## src/rtl/branch_resolve_unit_if.sv

```systemverilog
// rtl/branch_resolve_unit_if.sv - resolved-branch, predictor-update and redirect signals
// slave is the branch resolve unit's view; master is the commit/fetch/predictor side.
interface branch_resolve_unit_if;
  logic        br_valid_in;
  logic [31:0] br_pc_in;
  logic        br_pred_taken_in;
  logic        br_taken_in;
  logic [31:0] br_target_in;
  logic        br_ready_out;
  logic        upd_valid_out;
  logic [31:0] upd_pc_out;
  logic        upd_result_out;
  logic        upd_ready_in;
  logic        flush_out;
  logic [31:0] flush_pc_out;

  modport slave (
    input  br_valid_in, br_pc_in, br_pred_taken_in, br_taken_in, br_target_in, upd_ready_in,
    output br_ready_out, upd_valid_out, upd_pc_out, upd_result_out, flush_out, flush_pc_out
  );

  modport master (
    output br_valid_in, br_pc_in, br_pred_taken_in, br_taken_in, br_target_in, upd_ready_in,
    input  br_ready_out, upd_valid_out, upd_pc_out, upd_result_out, flush_out, flush_pc_out
  );
endinterface

```

## src/rtl/branch_resolve_unit.sv

```systemverilog
// rtl/branch_resolve_unit.sv - mispredict redirect plus predictor training FIFO
// Optional BRU_STATS_EN adds saturating branch/mispredict counters.
module branch_resolve_unit #(
  parameter int QDEPTH = 4
) (
  input  logic                 clk_in,
  input  logic                 rst_in,
  input  logic                 rdy_in,
  branch_resolve_unit_if.slave bus
`ifdef BRU_STATS_EN
  ,
  output logic [31:0]          stat_branches_out,
  output logic [31:0]          stat_mispredicts_out
`endif
);

  localparam int AW = $clog2(QDEPTH);
  localparam logic [AW:0] CNT_FULL = (AW+1)'(QDEPTH);

  logic [31:0]   pc_mem_q  [QDEPTH];
  logic          res_mem_q [QDEPTH];
  logic [AW-1:0] head_q, head_d, tail_q, tail_d;
  logic [AW:0]   count_q, count_d;
  logic          flush_q, flush_d;
  logic [31:0]   flush_pc_q, flush_pc_d;

  logic br_ready, upd_valid, accept, pop, mispredict;

  // Readiness looks only at the registered count, so a full queue refuses even when popping.
  assign br_ready   = (count_q != CNT_FULL);
  assign upd_valid  = (count_q != '0);
  assign accept     = bus.br_valid_in && br_ready && rdy_in;
  assign pop        = upd_valid && bus.upd_ready_in && rdy_in;
  assign mispredict = (bus.br_pred_taken_in != bus.br_taken_in);

  always_comb begin
    head_d     = head_q;
    tail_d     = tail_q;
    count_d    = count_q;
    flush_d    = flush_q;
    flush_pc_d = flush_pc_q;
    if (rdy_in) begin
      flush_d = accept && mispredict;
      if (accept && mispredict)
        flush_pc_d = bus.br_taken_in ? bus.br_target_in : bus.br_pc_in + 32'd4;
      if (accept) tail_d = tail_q + 1'b1;
      if (pop)    head_d = head_q + 1'b1;
      case ({accept, pop})
        2'b10:   count_d = count_q + 1'b1;
        2'b01:   count_d = count_q - 1'b1;
        default: count_d = count_q;
      endcase
    end
  end

  always_ff @(posedge clk_in or negedge rst_in) begin
    if (!rst_in) begin
      head_q     <= '0;
      tail_q     <= '0;
      count_q    <= '0;
      flush_q    <= 1'b0;
      flush_pc_q <= '0;
    end else begin
      head_q     <= head_d;
      tail_q     <= tail_d;
      count_q    <= count_d;
      flush_q    <= flush_d;
      flush_pc_q <= flush_pc_d;
    end
  end

  // Storage needs no reset: entries are only visible while count says they are valid.
  always_ff @(posedge clk_in) begin
    if (accept) begin
      pc_mem_q[tail_q]  <= bus.br_pc_in;
      res_mem_q[tail_q] <= bus.br_taken_in;
    end
  end

  assign bus.br_ready_out   = br_ready;
  assign bus.upd_valid_out  = upd_valid;
  assign bus.upd_pc_out     = pc_mem_q[head_q];
  assign bus.upd_result_out = res_mem_q[head_q];
  assign bus.flush_out      = flush_q;
  assign bus.flush_pc_out   = flush_pc_q;

`ifdef BRU_STATS_EN
  logic [31:0] stat_br_q, stat_br_d, stat_mis_q, stat_mis_d;

  always_comb begin
    stat_br_d  = stat_br_q;
    stat_mis_d = stat_mis_q;
    if (accept && stat_br_q != 32'hFFFF_FFFF) stat_br_d = stat_br_q + 32'd1;
    if (accept && mispredict && stat_mis_q != 32'hFFFF_FFFF) stat_mis_d = stat_mis_q + 32'd1;
  end

  always_ff @(posedge clk_in or negedge rst_in) begin
    if (!rst_in) begin
      stat_br_q  <= '0;
      stat_mis_q <= '0;
    end else begin
      stat_br_q  <= stat_br_d;
      stat_mis_q <= stat_mis_d;
    end
  end

  assign stat_branches_out    = stat_br_q;
  assign stat_mispredicts_out = stat_mis_q;
`endif

endmodule

```

## src/flat_wrapper.sv

```systemverilog
// flat-port wrapper written by rule: the top's interface ports become plain ports
module branch_resolve_unit_flat 
#(
  parameter int QDEPTH = 4
)
  (clk_in, rst_in, rdy_in, bus_br_valid_in, bus_br_pc_in, bus_br_pred_taken_in, bus_br_taken_in, bus_br_target_in, bus_upd_ready_in, bus_br_ready_out, bus_upd_valid_out, bus_upd_pc_out, bus_upd_result_out, bus_flush_out, bus_flush_pc_out);
  branch_resolve_unit_if bus_i ();
  input  logic clk_in;
  input  logic rst_in;
  input  logic rdy_in;
  input wire logic [$bits(bus_i.br_valid_in)-1:0] bus_br_valid_in;
  input wire logic [$bits(bus_i.br_pc_in)-1:0] bus_br_pc_in;
  input wire logic [$bits(bus_i.br_pred_taken_in)-1:0] bus_br_pred_taken_in;
  input wire logic [$bits(bus_i.br_taken_in)-1:0] bus_br_taken_in;
  input wire logic [$bits(bus_i.br_target_in)-1:0] bus_br_target_in;
  input wire logic [$bits(bus_i.upd_ready_in)-1:0] bus_upd_ready_in;
  output wire logic [$bits(bus_i.br_ready_out)-1:0] bus_br_ready_out;
  output wire logic [$bits(bus_i.upd_valid_out)-1:0] bus_upd_valid_out;
  output wire logic [$bits(bus_i.upd_pc_out)-1:0] bus_upd_pc_out;
  output wire logic [$bits(bus_i.upd_result_out)-1:0] bus_upd_result_out;
  output wire logic [$bits(bus_i.flush_out)-1:0] bus_flush_out;
  output wire logic [$bits(bus_i.flush_pc_out)-1:0] bus_flush_pc_out;
  assign bus_i.br_valid_in = bus_br_valid_in;
  assign bus_i.br_pc_in = bus_br_pc_in;
  assign bus_i.br_pred_taken_in = bus_br_pred_taken_in;
  assign bus_i.br_taken_in = bus_br_taken_in;
  assign bus_i.br_target_in = bus_br_target_in;
  assign bus_i.upd_ready_in = bus_upd_ready_in;
  assign bus_br_ready_out = bus_i.br_ready_out;
  assign bus_upd_valid_out = bus_i.upd_valid_out;
  assign bus_upd_pc_out = bus_i.upd_pc_out;
  assign bus_upd_result_out = bus_i.upd_result_out;
  assign bus_flush_out = bus_i.flush_out;
  assign bus_flush_pc_out = bus_i.flush_pc_out;
  branch_resolve_unit #(.QDEPTH(QDEPTH)) u_core (.clk_in(clk_in), .rst_in(rst_in), .rdy_in(rdy_in), .bus(bus_i));
endmodule
```

## config.mk

```make
export PLATFORM = sky130hd
export DESIGN_NAME = branch_resolve_unit_flat
export DESIGN_NICKNAME = d
export VERILOG_FILES = /design/src/rtl/branch_resolve_unit_if.sv /design/src/rtl/branch_resolve_unit.sv /design/src/flat_wrapper.sv
export SDC_FILE = /design/constraint.sdc
export NUM_CORES = 1
export LEC_CHECK = 0
export BUFFER_PORTS_ARGS = -buffer_cell sky130_fd_sc_hd__buf_2
export CORE_MARGIN = 2
export CORE_UTILIZATION = 50
export DETAILED_ROUTE_END_ITERATION = 10
export PLACE_DENSITY = 0.77
export SLEW_MARGIN = 40
export SYNTH_ARGS = -nofsm -noshare
export SYNTH_HDL_FRONTEND = slang
export SYNTH_SLANG_ARGS = --single-unit
```

## constraint.sdc

```tcl
create_clock -name clk_in -period 4.3 [get_ports clk_in]
set_input_delay 0.43 -clock clk_in [delete_from_list [all_inputs] [get_ports clk_in]]
set_output_delay 0.43 -clock clk_in [all_outputs]
set_load 0.05 [all_outputs]
```

==> flow_metrics.tcl, run 1 <==
set metrics [dict create \
    switching_share_pct 40.81 \
    synth_area_per_cell_um2 15.92 \
    slew_violations 0 \
    p_int_uw 3710 \
    multi_input_area_um2 2241 \
    crit_family "flip-flops" \
    crit_buf_inv 2 \
    die_area_um2 15700 \
    io_buffers 138 \
    slew_headroom_pct 49.00 \
    synth_area_um2 7355 \
    start_util_pct 50.80 \
    worstMarginPinSlew_ns 0.7649 \
    path_cells "buf_4 -> mux4_2 -> buf_2" \
    finalHoldViolCount 0 \
    io_pins 139 \
    startpoint_type "flop" \
    ys_seq_elements 172 \
    max_stage_delay_ns 0.84 \
    syn_to_final_growth_pct 19.79 \
    antenna_found_initial 0 \
    die_w_um 125.3 \
    synth_nets 540 \
    seq_area_frac_synth_pct 67.51 \
    routed_via_density 5.786 \
    nets 677 \
    synthCells 462 \
    hold_class "in2reg" \
    synth_edf_count 132 \
    rsz0062_at_grt "false" \
    grt_pass1_wl_mm 26.30 \
    endpoint_kind "output port" \
    fin_util_pct 60.85 \
    drt-total-wl_mm 16.88 \
    clockBufferDepth 2 \
    yosysTopAreaCellShare_pct 53.90 \
    crit_path_top_delay_cell "dfrtp_1" \
    seqCellArea_um2 4969 \
    grt_max_degree 45 \
    vias 4606 \
    cts_sinks 172 \
    hold-path-endpoint "u_core.pc_mem_q[1][0]" \
    setup_violations 0 \
    grtUsageTotal_pct 22.38 \
    pwr-share-seq_pct 37.3 \
    htreeDepth 4 \
    cts_buffers 17 \
    path_class "reg2out" \
    finalClockSkew_ns 0.01488 \
    p_per_area_nw_per_um2 711.4 \
    power.ir.vdd_worst_mv 0.4823 \
    gpl.final_weighted_congestion 0.8111 \
    cts_setup_buffers 0 \
    clk_pin_slew_worst_paths_ns 0.07 \
    synth_warnings 0 \
    hp-start "bus_br_pc_in[0]" \
    antenna_left 0 \
    wl_per_cell_um 21.20 \
    period_needed_ns 2.743 \
    grt-ovfl-total 0 \
    antenna_cells 0 \
    synth_flop_cell "edfxtp_1" \
    drive_gt1_share_pct 35.29 \
    p_leak_uw 0.003285 \
    switchingPower_uw 2558 \
    rr_startpoint "u_core.count_q[0]" \
    rrSetupSlack_ns 1.71 \
    dr.pass1.iters 4 \
    r2r-end "u_core.count_q[2]" \
    async_reset_ff_share_pct 23.26 \
    synth_area_leaders "edfxtp_1 54%, dfrtp_1 14%, mux4_2 10%" \
    cap_viol_max_count 0 \
    cp_max_fo 19 \
    worstPathRequired_ns 3.87 \
    cts_tree "built" \
    cts_hold_buf 1 \
    ys_types 41 \
    clock_latency_ns 0.44 \
    comb_power_share_pct 38.2 \
    clock_power_share_pct 24.5 \
    drc 0 \
    status "completed" \
    drt_iter0_drc 367 \
    grt_pass1_vias 4710 \
    cts_root_buf "clkbuf_16" \
    placementRows 44 \
    synth_area_leader_cell "edfxtp_1" \
    max_freq_mhz 364.5 \
    die_h_um 125.3 \
    min_path_cells 1 \
    crit_arrival_ns 2.31 \
    core-area_um2 14480 \
    fillCellCount 1073 \
    setup-tns-final_ns 0 \
    r2r_cells 9 \
    finalCritPeriodShare_pct 63.80 \
    dp.final_hpwl_mm 11.15 \
    post_cts_resized 0 \
]
per-layer routing:
layer / wire (um) / up-vias / global-route usage, %
met1: 6888 / 2320 / 29.64
met3: 1116 / 30 / 5.434
li1: - / 2061 / -
met4: 392 / 0 / 9.085
met5: 0 / - / 0
met2: 8479 / 195 / 36.06
per-stage QoR:
step	setup WS [ns]	area (um2)	total power, uW	hold slack (ns)	std cells
2_1_floorplan	1.564	7355	4181	0.1344	462
3_3_place_gp	1.750	8183	4704	0.4604	762
3_5_place_dp	1.786	8193	4778	0.4582	762
4_1_cts	1.488	8795	6304	0.2186	795
5_1_grt	1.411	8810	6503	0.2241	796
6_report	1.557	8810	6267	0.2196	796
cells in the mapped netlist (all sizes together) (2+ instances only):
cell type	instances
a21oi	7
a22o	8
a22oi	8
a32oi	4
and2	7
and3	6
and4	4
buf	16
clkbuf	9
dfrtp	40
edfxtp	132
ha	6
inv	10
mux2i	7
mux4	33
nand2	34
nand2b	2
nand3	18
nand4	9
nor2	12
nor2b	2
nor3	7
nor4	2
o211ai	9
o21a	2
o21ai	25
o31ai	4
xnor2	25
xor2	8
power by group through the flow:
| stage | clock network (uW) | registers, uW | logic, uW |
|---|---|---|---|
| 2_1_floorplan | 0 | 2670 | 1510 |
| 3_3_place_gp | 0 | 2350 | 2360 |
| 3_5_place_dp | 0 | 2370 | 2410 |
| 4_1_cts | 1550 | 2340 | 2420 |
| 5_1_grt | 1610 | 2380 | 2510 |
| 6_report | 1530 | 2340 | 2400 |
sequential cells by signal (all words and copies together) (netlist names):
register                 flops
u_core.tail_q                2
u_core.bus.flush_out         1
u_core.bus.flush_pc_out     32
u_core.pc_mem_q            128
u_core.count_q               3
u_core.res_mem_q             4
u_core.head_q                2
worst max path at each step:
stage	start	to	slack [ns]	cells past startpoint
after floorplan	u_core.count_q[0]	u_core.count_q[2]	1.56	11
after global placement	u_core.head_q[0]	bus_upd_pc_out[5]	1.75	3
after detailed placement	u_core.count_q[0]	u_core.count_q[2]	1.79	9
after CTS	u_core.head_q[0]	bus_upd_pc_out[14]	1.49	3
after global routing	u_core.head_q[0]	bus_upd_pc_out[14]	1.41	3
final	u_core.head_q[1]	bus_upd_pc_out[3]	1.56	3
cells by family after synthesis:
logic type,after synthesis,share of synthesized area (%)
flops,172,67.51
compound gates,68,6.261
simple gates,107,7.792
xor+xnor,33,3.930
fa+ha+maj,7,1.293
buf+inv,35,2.161
mux,40,11.06
cells in the final DEF (no fill, tap or decap), types with 8 or more instances in the layout:
| cell | n |
|---|---|
| inv_1 | 10 |
| mux4_2 | 33 |
| xnor2_1 | 25 |
| o211ai_1 | 9 |
| o21ai_0 | 22 |
| nand4_1 | 8 |
| xor2_1 | 8 |
| nor2_1 | 12 |
| clkbuf_16 | 17 |
| nand3_1 | 18 |
| nand2_1 | 34 |
| a22oi_1 | 8 |
| dfrtp_1 | 39 |
| buf_2 | 137 |
| edfxtp_1 | 132 |
| a22o_1 | 8 |
area by class of cell:
type	instances	share of cell area (%)
inverters	10	0.4261
multi-input cells	255	25.44
clock inverters	13	1.690
clock buffers	19	5.028
flip-flops and latches	172	56.40
well taps	184	2.613
repair buffers	143	8.408
No activity file was read; power rests on OpenSTA's default activity.
==> run 2: changes to the inputs <==
--- a/config.mk
+++ b/config.mk
@@ -9,7 +9,7 @@
 export CORE_MARGIN = 2
 export CORE_UTILIZATION = 50
 export DETAILED_ROUTE_END_ITERATION = 10
-export PLACE_DENSITY = 0.77
+export PLACE_DENSITY = 0.8
 export SLEW_MARGIN = 40
 export SYNTH_ARGS = -nofsm -noshare
 export SYNTH_HDL_FRONTEND = slang
==> constraint.sdc (replaced) <==
create_clock -name clk_in -period 2.5 [get_ports clk_in]
set_input_delay 0.25 -clock clk_in [delete_from_list [all_inputs] [get_ports clk_in]]
set_output_delay 0.25 -clock clk_in [all_outputs]
set_load 0.05 [all_outputs]
==> run 2 against run 1 <==
  * Worst setup slack got worse by 1.4 ns
  * Largest cell class unchanged
  * Combinational power is 81% higher
  * Core utilization increased by 0.095 points
  * Final cell count up 0.63%
  * Flip-flop and latch count stayed put
  * First-iteration DRC count up 33%
  * Sequential share of layout area down 0.12 points
==> flow_metrics.tcl, run 2 (synthesized netlist as in run 1, its figures left out) <==
set metrics [dict create \
    placed_area_um2 8223 \
    wl_met3_mm 1.395 \
    syn_to_final_growth_pct 19.97 \
    stdcell_area_um2 8823 \
    drt-total-wl_mm 17.01 \
    placementRows 44 \
    wl_met1_mm 7.099 \
    worstPathRequired_ns 2.85 \
    comb_power_share_pct 40.4 \
    grt_pass1_vias 4878 \
    period_needed_ns 2.359 \
    hold_class "in2reg" \
    max_freq_mhz 423.8 \
    grt_max_degree 37 \
    top_layer "met4" \
    top_register "u_core.pc_mem_q" \
    die_area_um2 15700 \
    largest_reg_flops 128 \
    core-area_um2 14480 \
    dp.final_hpwl_mm 11.18 \
    routed-wl-met2_mm 8.262 \
    drt_iter0_drc 489 \
    cp_max_fo 6 \
    io_buffers 138 \
    start_util_pct 50.80 \
    grt-ovfl-total 0 \
    antenna_left 0 \
    nets 681 \
    cts_setup_buffers 0 \
    dr.pass1.iters 5 \
    vias 4644 \
    layout_common_cells "138 x buf_2, 132 x edfxtp_1, 39 x dfrtp_1" \
    setup_violations 0 \
    power_uw 10750 \
    p_int_uw 6294 \
    clock_power_share_pct 23.8 \
    grt_pass1_wl_mm 26.53 \
    layout_commonest_cell "buf_2" \
    cts_tree "built" \
    die_w_um 125.3 \
    setup-tns-final_ns 0 \
    gpl.final_weighted_congestion 0.8773 \
    worstMarginPinSlew_ns 0.7279 \
    fillCellCount 1043 \
    htreeDepth 4 \
    p_leak_uw 0.003301 \
    finalClockSkew_ns 0.01085 \
    endpoint_kind "flop" \
    clk_pin_slew_worst_paths_ns 0.07 \
    antenna_found_initial 1 \
    grtUsageTotal_pct 22.33 \
    cts_buffers 17 \
    p_per_area_nw_per_um2 1219 \
    finalHoldViolCount 0 \
    finalCritPeriodShare_pct 94.38 \
    status "completed" \
    slew_headroom_pct 51.47 \
    io_pins 139 \
    post_cts_resized 0 \
    drive_gt1_share_pct 36.36 \
    crit_arrival_ns 2.71 \
    wl_per_cell_um 21.23 \
    cap_viol_max_count 0 \
    clockBufferDepth 2 \
    startpoint_type "flop" \
    routed_via_density 5.798 \
    pwr-share-seq_pct 35.8 \
    switchingPower_uw 4459 \
    drc 0 \
    power.ir.vdd_worst_mv 0.7039 \
    rsz0062_at_grt "false" \
    cts_hold_buf 1 \
    slew_violations 0 \
    switching_share_pct 41.47 \
    cts_root_buf "clkbuf_16" \
    clock_latency_ns 0.43 \
    cts_sinks 172 \
    die_h_um 125.3 \
    path_class "reg2reg" \
]
## run 2: final cells by class
type | instances | area [um2] | share of cell area, %
clock buffers | 17 | 425.4 | 4.821
flip-flops and latches | 172 | 4966 | 56.28
diodes | 1 | 2.502 | 0.02836
repair buffers | 147 | 768.2 | 8.707
clock inverters | 15 | 147.6 | 1.673
inverters | 10 | 37.54 | 0.4254
well taps | 184 | 230.2 | 2.609
multi-input cells | 255 | 2246 | 25.45
## run 2: power groups by stage
stage,Clock [uW],Combinational [uW],Sequential (uW)
after global routing,2690,4550,3890
after floorplan,0,2610,4590
after global placement,0,4290,3850
after detailed placement,0,4360,3890
after CTS,2570,4380,3840
final,2560,4340,3850
## run 2: layer usage
metal | vias to the layer above | GRT usage [%]
met1 | 2298 | 29.96
met4 | 0 | 6.732
met3 | 29 | 6.889
met2 | 238 | 35.58
li1 | 2079 | -
met5 | - | 0
## run 2: final timing paths
check / from / slack, ns / depth (start not counted) / to
min in group asynchronous: rst_in / 0.40 / 2 / u_core.bus.flush_out
setup / recovery: u_core.count_q[1] / 0.14 / 9 / u_core.count_q[2]
setup reg to reg: u_core.count_q[1] / 0.14 / 9 / u_core.count_q[2]
max in group asynchronous: rst_in / 1.40 / 3 / u_core.bus.flush_pc_out[1]
hold / removal: rdy_in / 0.07 / 2 / u_core.bus.flush_out
hold reg to reg: u_core.bus.flush_pc_out[6] / 0.48 / 2 / u_core.bus.flush_pc_out[6]
## run 2: worst max-delay path, cell delays in order (launching register included)
cell and delay, ns:
dfrtp_1 0.41, or3b_4 0.42, and3_1 0.28, inv_2 0.12
ha_2 0.19, inv_1 0.05, fa_1 0.37, xor2_1 0.16
nor2_1 0.12, xor2_1 0.16
## run 2: per-stage QoR
| stage | util, % | setup slack (ns) | instances | hold slack (ns) |
|---|---|---|---|---|
| 2_1_floorplan | - | 0.0002642 | 462 | -0.04559 |
| 3_3_place_gp | 56.76 | 0.3070 | 766 | 0.3217 |
| 3_5_place_dp | 56.79 | 0.1789 | 766 | 0.3412 |
| 4_1_cts | 60.82 | 0.1555 | 799 | 0.05606 |
| 5_1_grt | 60.92 | 0.01804 | 800 | 0.05668 |
| 6_report | 60.94 | 0.1406 | 801 | 0.06692 |
==> run 3: changes to the inputs <==
--- a/config.mk
+++ b/config.mk
@@ -6,6 +6,7 @@
 export NUM_CORES = 1
 export LEC_CHECK = 0
 export BUFFER_PORTS_ARGS = -buffer_cell sky130_fd_sc_hd__buf_2
+export CORE_ASPECT_RATIO = 0.9
 export CORE_MARGIN = 2
 export CORE_UTILIZATION = 50
 export DETAILED_ROUTE_END_ITERATION = 10
==> run 3 against run 2 <==
  * Worst hold slack worse by 0.0082 ns
  * Register-to-register slack better by 0.04 ns
  * Routed wire length is 2.2% lower
  * Non-clock buffer count is 3 higher
  * Count of clock-buffer cells in the layout stayed put
  * Final cell count is 2.0% higher
  * Flip-flop and latch count stayed put
  * Maximum frequency is 1.8% higher
  * Sequential share of layout area is 0.064 points lower
  * Highest routed layer unchanged
  * Critical path depth stayed put
==> flow_metrics.tcl, run 3 (synthesized netlist as in run 1, its figures left out) <==
set metrics [dict create \
    setup_violations 0 \
    r2r-end "u_core.count_q[2]" \
    p_per_area_nw_per_um2 1196 \
    slew_violations 0 \
    largest_reg_flops 128 \
    startpoint_type "flop" \
    power.ir.vdd_worst_mv 0.6388 \
    dr.pass1.iters 5 \
    r2r_cells 9 \
    drive_gt1_share_pct 35.92 \
    place_inst 784 \
    top_register "u_core.pc_mem_q" \
    drt_iter0_drc 412 \
    finalNonFillerCells 817 \
    clockBufferDepth 2 \
    die_area_um2 15700 \
    finalCritPeriodShare_pct 92.72 \
    placed_area_um2 8290 \
    cap_viol_max_count 0 \
    clock_latency_ns 0.42 \
    cts_root_buf "clkbuf_16" \
    antenna_found_initial 1 \
    rr_startpoint "u_core.count_q[1]" \
    core-area_um2 14560 \
    finalHoldViolCount 0 \
    routed_via_density 5.693 \
    cp_max_fo 6 \
    path_class "reg2reg" \
    grt_pass1_vias 4823 \
    worstMarginPinSlew_ns 0.6563 \
    dp.final_hpwl_mm 11.20 \
    setup-tns-final_ns 0 \
    layout_common_cells "138 x buf_2, 132 x edfxtp_1, 39 x dfrtp_1" \
    placementRows 42 \
    p_leak_uw 0.003297 \
    finalClockSkew_ns 0.008378 \
    grtUsageTotal_pct 22.20 \
    worstPathRequired_ns 2.85 \
    antenna_left 0 \
    cts_buffers 17 \
    start_util_pct 50.52 \
    crit_end "u_core.count_q[2]" \
    wl_per_cell_um 20.37 \
    critPathLaunch "u_core.count_q[1]" \
    crit_arrival_ns 2.67 \
    drt-total-wl_mm 16.64 \
    endpoint_kind "flop" \
    max_freq_mhz 431.4 \
    die_h_um 119.1 \
    drc 0 \
    status "completed" \
    pre_cts_slack_ns 0.2098 \
    worst_slack_ns 0.1820 \
    stdcell_area_um2 8833 \
    power_uw 10570 \
    cts_sinks 172 \
    io_pins 139 \
    rrSetupSlack_ns 0.18 \
    min_path_cells 1 \
    grt_max_degree 35 \
    grt_pass1_wl_mm 26.03 \
    die_w_um 131.8 \
    io_buffers 138 \
    syn_to_final_growth_pct 20.11 \
    hold_class "in2reg" \
    vias 4651 \
    cts_setup_buffers 0 \
    gpl.final_weighted_congestion 0.8511 \
    clk_pin_slew_worst_paths_ns 0.06 \
    grt-ovfl-total 0 \
    cts_tree "built" \
    rsz0062_at_grt "false" \
    layout_commonest_cell "buf_2" \
    htreeDepth 4 \
    slew_headroom_pct 56.14 \
    nets 684 \
    period_needed_ns 2.318 \
]
-- run 3: cell count changes in the layout (fill, tap and decap cells not counted), sizes merged --
cell    change
buf         +3
bufinv      -1
clkinv      +1
inv         -1
-- run 3: cell type report --
type | instances | area (um2)
fill | 1113 | 5723
sequential | 172 | 4966
multi-input combinational | 255 | 2246
timing repair buffer | 150 | 803.3
clock buffer | 17 | 425.4
tap | 198 | 247.7
clock inverter | 14 | 105.1
inverter | 10 | 37.54
antenna | 1 | 2.502
-- run 3: critical path: stages, from the launching register on --
cell and delay, ns:
dfrtp_1 0.41, or3b_4 0.41, and3_1 0.27, inv_2 0.12
ha_2 0.19, inv_1 0.05, fa_1 0.37, xor2_1 0.15
nor2_1 0.12, xor2_1 0.16
-- run 3: worst min-delay path by stage --
stage / from / to / slack, ns
after floorplan: rst_in / u_core.bus.flush_out / -0.05
after global placement: rst_in / u_core.count_q[0] / 0.07
after detailed placement: rst_in / u_core.count_q[2] / 0.08
after CTS: bus_br_pc_in[1] / u_core.pc_mem_q[3][1] / 0.04
after global routing: bus_br_pc_in[0] / u_core.pc_mem_q[1][0] / 0.05
final: bus_br_pc_in[1] / u_core.pc_mem_q[3][1] / 0.06
-- run 3: metrics by stage --
stage / util, % / hold WS (ns)
3_5_place_dp: 56.95 / 0.07517
5_1_grt: 60.67 / 0.05321
3_3_place_gp: 56.82 / 0.06515
4_1_cts: 60.67 / 0.04257
6_report: 60.68 / 0.05869
2_1_floorplan: - / -0.04559
-- run 3: where the power goes --
| group | internal (uW) | switching [uW] | leakage, uW |
|---|---|---|---|
| combinational | 1250 | 3090 | 0.00136 |
| sequential | 3600 | 249 | 0.00168 |
| clock | 1340 | 1040 | 0.000256 |
-- run 3: routing by layer --
metal  vias up  global-route usage, %  part of all wire, %
met1      2309                  29.71                   43
li1       2083                      -                    -
met2       234                  34.49                   47
met3        25                  7.067                  7.9
met5         -                      0                    0
met4         0                  8.152                  1.6
-- run 3: timing repair --
item	4_1_cts	5_1_grt
hold buffers	1	0
resized for setup	0	0
hold endpoints to repair	40	0
